$ cat src/rtl/fpu_result_queue.sv
// Result FIFO between the FP add/sub unit and the register-file writeback port.
// Holds {y, ovf, tag} entries and accumulates sticky overflow / invalid flags.
module fpu_result_queue #(
  parameter int DEPTH = 4,
  parameter int TAG_W = 5
) (
  input  logic                     clk,
  input  logic                     rstn,
  input  logic                     in_valid,
  output logic                     in_ready,
  input  logic [31:0]              in_y,
  input  logic                     in_ovf,
  input  logic [TAG_W-1:0]         in_tag,
  output logic                     out_valid,
  input  logic                     out_ready,
  output logic [31:0]              out_data,
  output logic [TAG_W-1:0]         out_tag,
  output logic                     out_ovf,
  output logic [$clog2(DEPTH):0]   count,
  output logic                     flag_of,
  output logic                     flag_nv,
  input  logic                     flag_clr
);

  localparam int PW = $clog2(DEPTH);
  localparam int CW = PW + 1;
  localparam int EW = 33 + TAG_W;

  function automatic logic is_nan(input logic [31:0] y);
    return (y[30:23] == 8'hFF) && (y[22:0] != 23'd0);
  endfunction

  logic [EW-1:0] mem_q [DEPTH];
  logic [EW-1:0] head;
  logic [PW-1:0] rp_q, rp_d;
  logic [PW-1:0] wp_q, wp_d;
  logic [CW-1:0] count_q, count_d;
  logic          flag_of_q, flag_of_d;
  logic          flag_nv_q, flag_nv_d;
  logic          push;
  logic          pop;

  // Handshakes depend on occupancy only, so a pop never re-opens a full queue in the same cycle.
  assign in_ready  = (count_q != CW'(DEPTH));
  assign out_valid = (count_q != {CW{1'b0}});
  assign push      = in_valid & in_ready;
  assign pop       = out_valid & out_ready;

  assign head      = mem_q[rp_q];
  assign out_data  = head[EW-1 -: 32];
  assign out_ovf   = head[TAG_W];
  assign out_tag   = head[TAG_W-1:0];
  assign count     = count_q;
  assign flag_of   = flag_of_q;
  assign flag_nv   = flag_nv_q;

  // Next-state for pointers, occupancy and sticky flags.
  always_comb begin
    rp_d      = rp_q;
    wp_d      = wp_q;
    count_d   = count_q;
    flag_of_d = flag_of_q;
    flag_nv_d = flag_nv_q;

    if (push) begin
      wp_d = wp_q + PW'(1);
    end else begin
      wp_d = wp_q;
    end

    if (pop) begin
      rp_d = rp_q + PW'(1);
    end else begin
      rp_d = rp_q;
    end

    case ({push, pop})
      2'b10:   count_d = count_q + CW'(1);
      2'b01:   count_d = count_q - CW'(1);
      default: count_d = count_q;
    endcase

    // A setting push beats a same-cycle clear.
    if (push && in_ovf) begin
      flag_of_d = 1'b1;
    end else if (flag_clr) begin
      flag_of_d = 1'b0;
    end else begin
      flag_of_d = flag_of_q;
    end

    if (push && is_nan(in_y)) begin
      flag_nv_d = 1'b1;
    end else if (flag_clr) begin
      flag_nv_d = 1'b0;
    end else begin
      flag_nv_d = flag_nv_q;
    end
  end

  // Control state register.
  always_ff @(posedge clk or negedge rstn) begin
    if (!rstn) begin
      rp_q      <= {PW{1'b0}};
      wp_q      <= {PW{1'b0}};
      count_q   <= {CW{1'b0}};
      flag_of_q <= 1'b0;
      flag_nv_q <= 1'b0;
    end else begin
      rp_q      <= rp_d;
      wp_q      <= wp_d;
      count_q   <= count_d;
      flag_of_q <= flag_of_d;
      flag_nv_q <= flag_nv_d;
    end
  end

  // Entry storage, deliberately left unreset.
  always_ff @(posedge clk) begin
    if (push) begin
      mem_q[wp_q] <= {in_y, in_ovf, in_tag};
    end
  end

endmodule

$ cat config.mk
export PLATFORM = sky130hd
export DESIGN_NAME = fpu_result_queue
export DESIGN_NICKNAME = d
export VERILOG_FILES = /design/src/rtl/fpu_result_queue.sv
export SDC_FILE = /design/constraint.sdc
export NUM_CORES = 1
export LEC_CHECK = 0
export BUFFER_PORTS_ARGS = -buffer_cell sky130_fd_sc_hd__buf_2
export CORE_AREA = 2 2 126 128
export CTS_BUF_LIST = sky130_fd_sc_hd__clkbuf_8 sky130_fd_sc_hd__clkbuf_16
export DETAILED_ROUTE_END_ITERATION = 6
export DIE_AREA = 0 0 128 130
export HOLD_SLACK_MARGIN = 0.12
export PLACE_DENSITY = 0.61
export SYNTH_ARGS = -nofsm -noshare
export SYNTH_HDL_FRONTEND = slang
export SYNTH_SLANG_ARGS = --single-unit
export TNS_END_PERCENT = 20
$ cat constraint.sdc
create_clock -name clk -period 2.5 [get_ports clk]
set_clock_uncertainty 0.2 [all_clocks]
set_input_delay 0.5 -clock clk [delete_from_list [all_inputs] [get_ports clk]]
set_output_delay 0.5 -clock clk [all_outputs]
set_load 0.1 [all_outputs]
* After elaboration in Yosys (flattened, before gate mapping)
Memories as Yosys holds them, arrays and structs flattened.
Cells that the tools add are included.
** Storage, ports and cells
- Word-level logic and storage cells :: 30
- Memories kept :: 1
- Output and inout bits :: 45
- Input bits :: 43
- Memory bits (writable) :: 152
- Flip-flop bits (word level) :: 9
** Memory list
- mem_q :: depth 4, bits a word 38, read ports 1, clocked after memory_dff 0, write ports 1, line 33 : logic [EW-1:0] mem_q [DEPTH];
** Operators by class
- Bitwise logic cells :: 2
- Add/sub/neg operators :: 4
- Equality and inequality tests :: 4
- Multiplexer cells :: 6
- Reduce and logical (&&, ||, !) cells :: 8
** Operators by type and width (number)
- nonzero test 23 bit :: 1
- == test 8 bit, second input constant :: 1
- case mux 3 bit (2 select lines) :: 1
- nonzero test 2 bit :: 3
- 2-to-1 mux 1 bit :: 5
- adder 2 x 1 -> 2 bit, second input constant :: 2
- adder 3 x 1 -> 3 bit, second input constant :: 1
- logical AND 1 bit :: 3
- inequality test 3 bit, second input constant :: 1
- nonzero test 3 bit :: 1
- subtractor 3 x 1 -> 3 bit, second input constant :: 1
- AND 1 bit :: 2
- == test 2 x 1 -> 1 bit, second input constant :: 1
- == test 2 bit, second input constant :: 1

* Depth between registers and ports, before layout
- Depth in word-level cells :: 4
- Depth in mapped cells :: 10
- Depth with buffers taken out :: 9

* Worst setup path before layout
Ideal clock, no wire load.
- Path kind :: reg-to-reg
- Start point :: register count_q[0], in the netlist count[0]
- End point :: memory mem_q[0][0] (netlist name), enable pin
- Setup slack :: -0.803 ns
- Stages on the path, launching flop included :: 4
- Clock period less this slack :: 3.303 ns
- Required time :: 1.901 ns
- Buffers on the path :: 1
- Data arrival time :: 2.704 ns
- Setup time :: 0.399 ns
- Path through :: dfrtp_1 > or3b_1 > buf_2 > and3_1
** On the way
- Longest elaborated chain between the ends :: 4
** Ends and longest elaborated chain
- from (decl) :: line 37 : logic [CW-1:0] count_q, count_d;
- from (signal assigned) :: line 106 : count_q <= {CW{1'b0}};
- from (signal assigned) :: line 112 : count_q <= count_d;
- inequality test 3 bit :: line 44 : assign in_ready = (count_q != CW'(DEPTH));
- named net in_ready :: line 10 : output logic in_ready,
- AND 1 bit :: line 46 : assign push = in_valid & in_ready;
- 2-to-1 mux 1 bit :: line 120 : if (push) begin
- 2-to-1 mux 1 bit (implied by the code) :: line 121 : mem_q[wp_q] <= {in_y, in_ovf, in_tag};
- to (decl) :: line 33
The timed path passes the listed nets, and every way through them passes these cells.

* Final worst setup path
- Start point :: register rp_q[0]
- End point :: output out_data[14]
** On the way
- Longest elaborated chain between the ends :: 1
** Ends and longest elaborated chain
- from (decl) :: line 35 : logic [PW-1:0] rp_q, rp_d;
- from (signal assigned) :: line 104 : rp_q <= {PW{1'b0}};
- from (signal assigned) :: line 110 : rp_q <= rp_d;
- memory read (4 x 38 bit)
- to (decl) :: line 16 : output logic [31:0] out_data,
No other way between the ends.

==> qor.yml <==
finalCriticalPeriod_ns: 2.56
dieHeight_um: 130
critPathArrivalTime_ns: 1.86
critPathLaunchType: "flip-flop"
grt_pass1_vias: 3333
initial_core_util_pct: 39.1
synth_nets: 303
min_period_over_period_pct: 102
cts.clk_slew.worst_paths_ns: 0.06
first_pass_iters: 4
status: "complete, but fails checks"
worstPathCellList: "buf_12, buf_12, mux4_2, buf_6"
async_reset_ff_share_pct: 5.59
antenna_cells: 0
tritoncts: "built"
ys_types: 27
ys_warn_count: 0
syn2layout_area_growth_pct: 36.7
finalHoldViolCount: 0
drtAntennaViolNets: 0
relSlewSlack_pct: 60.1
fill_cells: 1250
synthesis.area_sq_um: 6040
routed_via_density: 5.04
worst-path-max-fanout: 8
critPathMaxStageDelay_ns: 0.54
grt_pass1_wl_um: 18200
timing.rr.start: "count[1]$_DFFE_PN0P_"
rr_endpoint: "count[2]$_DFFE_PN0P_"
path_class: "flip-flop to output pin"
place_inst: 533
fin_nets: 453
synth_seq_cells: 161
pin_count: 88
num_rows: 46
slowest_stage: "mux4_2"
core_sq_um: 15400
r2r_slack_ns: 0.08
multiInputGateArea_sq_um: 1200
ff_latch_area_sq_um: 4800
finalSetupViolations: 32
stdcell_count: 608
drtIter0Drc: 181
synth_edf_count: 152
setup_slack_ns: -0.0562
routed_wl_um: 12000
drv_slew: 0
cts_max_level: 4
fmax_mhz: 391
clk_latency_ns: 0.42
antenna_found_initial: 0
reg2regPathDepth: 9
syn_area_per_cell_sq_um: 23.8
drive_gt1_share_pct: 45.0
gp_congestion: 0.692
cp-end-kind: "output pin"
avgRoutedWirePerCell_um: 19.7
crit_top_cell: "buf_12"
grt_setup_unrepaired: "true"
tightestPinTransition_ns: 0.598
grt_usage_pct: 15.2
drc: 0
cts-root-buf: "clkbuf_16"
grt_max_degree: 39
die_x_um: 128
clock-sinks: 161
synthFlopType: "edfxtp_1"
required_ns: 1.80
maxCapViolCount: 0
cts_buffers: 17
cts_buffer_depth: 2
dpl.hpwl_um: 6850
critical_path.endpoint: "out_data[14]"
synthCells: 254
via_count: 3067
dieArea_sq_um: 16600
numPortBuffers: 87
hp-class: "input pin to flip-flop"
seq_area_frac_synth_pct: 79.3
crit_path_start: "rp_q[0]$_DFFE_PN0P_"
grt-ovfl-total: 0
failed_checks: "setup timing"
post-route-util_pct: 53.5
cells in the mapped netlist, types with 2 or more instances:
| library cell | count | area share [%] |
|---|---|---|
| nand4_1 | 2 | 0.21 |
| clkbuf_1 | 4 | 0.25 |
| inv_1 | 7 | 0.44 |
| xor2_1 | 3 | 0.44 |
| buf_2 | 6 | 0.50 |
| ha_1 | 5 | 1.0 |
| and4_1 | 2 | 0.29 |
| nor4_1 | 5 | 0.52 |
| and3_1 | 4 | 0.41 |
| dfrtp_1 | 9 | 3.7 |
| mux4_2 | 38 | 14 |
| xnor2_1 | 3 | 0.44 |
| edfxtp_1 | 152 | 76 |
worst min path at each step:
| stage | end | depth (start not counted) | from |
|---|---|---|---|
| 4_1_cts | mem_q[0][22]$_DFFE_PP_ | 1 | in_y[16] |
| 3_3_place_gp | flag_of$_DFFE_PN0P_ | 1 | rstn |
| 6_report | mem_q[2][22]$_DFFE_PP_ | 1 | in_y[16] |
| 2_1_floorplan | flag_nv$_DFFE_PN0P_ | 0 | rstn |
| 3_5_place_dp | flag_of$_DFFE_PN0P_ | 1 | rstn |
| 5_1_grt | mem_q[2][22]$_DFFE_PP_ | 1 | in_y[16] |
area by class of cell:
cell class / count / share of cell area, %
tap: 192 / 2.91
clock buffer: 17 / 5.15
multi-input combinational: 76 / 14.5
timing repair buffer: 141 / 16.5
sequential: 161 / 58.2
clock inverter: 14 / 2.38
inverter: 7 / 0.318
registers in the layout (all words and copies together) (netlist names):
name / flops
rp_q: 2
count: 3
wp_q: 2
mem_q: 152
flag_nv: 1
flag_of: 1
cell usage in the layout, fill, tap and decap left out, types with 2 or more instances in the layout:
| cell type | Yosys | layout |
|---|---|---|
| clkbuf_16 | 0 | 17 |
| nor4_1 | 5 | 5 |
| xor2_1 | 3 | 3 |
| buf_12 | 0 | 8 |
| buf_4 | 0 | 8 |
| dfrtp_1 | 9 | 4 |
| clkinvlp_4 | 0 | 2 |
| buf_2 | 6 | 49 |
| ha_1 | 5 | 4 |
| mux4_2 | 38 | 38 |
| dfrtp_4 | 0 | 3 |
| buf_8 | 0 | 2 |
| and3_2 | 0 | 4 |
| and4_1 | 2 | 2 |
| clkinv_2 | 0 | 4 |
| inv_2 | 0 | 2 |
| buf_6 | 0 | 33 |
| nand4_1 | 2 | 2 |
| edfxtp_1 | 152 | 152 |
| xnor2_1 | 3 | 3 |
| clkinv_1 | 0 | 2 |
| dlygate4sd3_1 | 0 | 36 |
| dfrtp_2 | 0 | 2 |
| buf_16 | 0 | 5 |
| bufinv_16 | 0 | 5 |
| inv_1 | 7 | 6 |
per-stage QoR:
| step | setup WS (ns) | cell area, sq um | TNS [ns] | hold slack (ns) |
|---|---|---|---|---|
| 2_1_floorplan | -0.142 | 6090 | -0.154 | 0.00441 |
| 6_report | -0.0562 | 8260 | -0.932 | 0.137 |
| 4_1_cts | -0.0845 | 8250 | -1.86 | 0.124 |
| 3_3_place_gp | 0.156 | 6820 | 0 | 0.166 |
| 3_5_place_dp | 0.0546 | 6820 | 0 | 0.175 |
| 5_1_grt | -0.104 | 8260 | -2.99 | 0.125 |
critical path, delay by kind of cell, from the launching register on:
family | cells | cell delay, ns
muxes | 1 | 0.54
DFF | 1 | 0.41
buffers and inverters | 3 | 0.49
per-layer routing:
layer	global-route usage (%)	share of wire, %
met1	19.9	44
met2	24.7	50
met3	4.14	4.2
met4	5.82	1.3
met5	0	0
cell families (layout without fill, tap and decap cells):
family / count (synthesis) / count (layout) / share of synthesized area, %
compound gates: 3 / 3 / 0.435
xor+xnor: 6 / 6 / 0.871
fa+ha+maj: 6 / 6 / 1.37
buf+inv: 17 / 179 / 1.18
flops: 161 / 161 / 79.3
mux: 40 / 40 / 14.6
simple gates: 21 / 21 / 2.22
what timing repair did:
| action | 4_1_cts | 5_1_grt |
|---|---|---|
| cloned | 4 | 0 |
| setup endpoints to repair | 38 | 39 |
| hold buffers | 36 | 0 |
| pin swaps | 0 | 1 |
| resized for setup | 93 | 2 |
| hold endpoints to repair | 149 | 0 |
| buffers inserted | 6 | 0 |
Power is left out: the tool's default activity adds up to more than one toggle a clock period on the data nets, which glitch-free logic cannot reach.
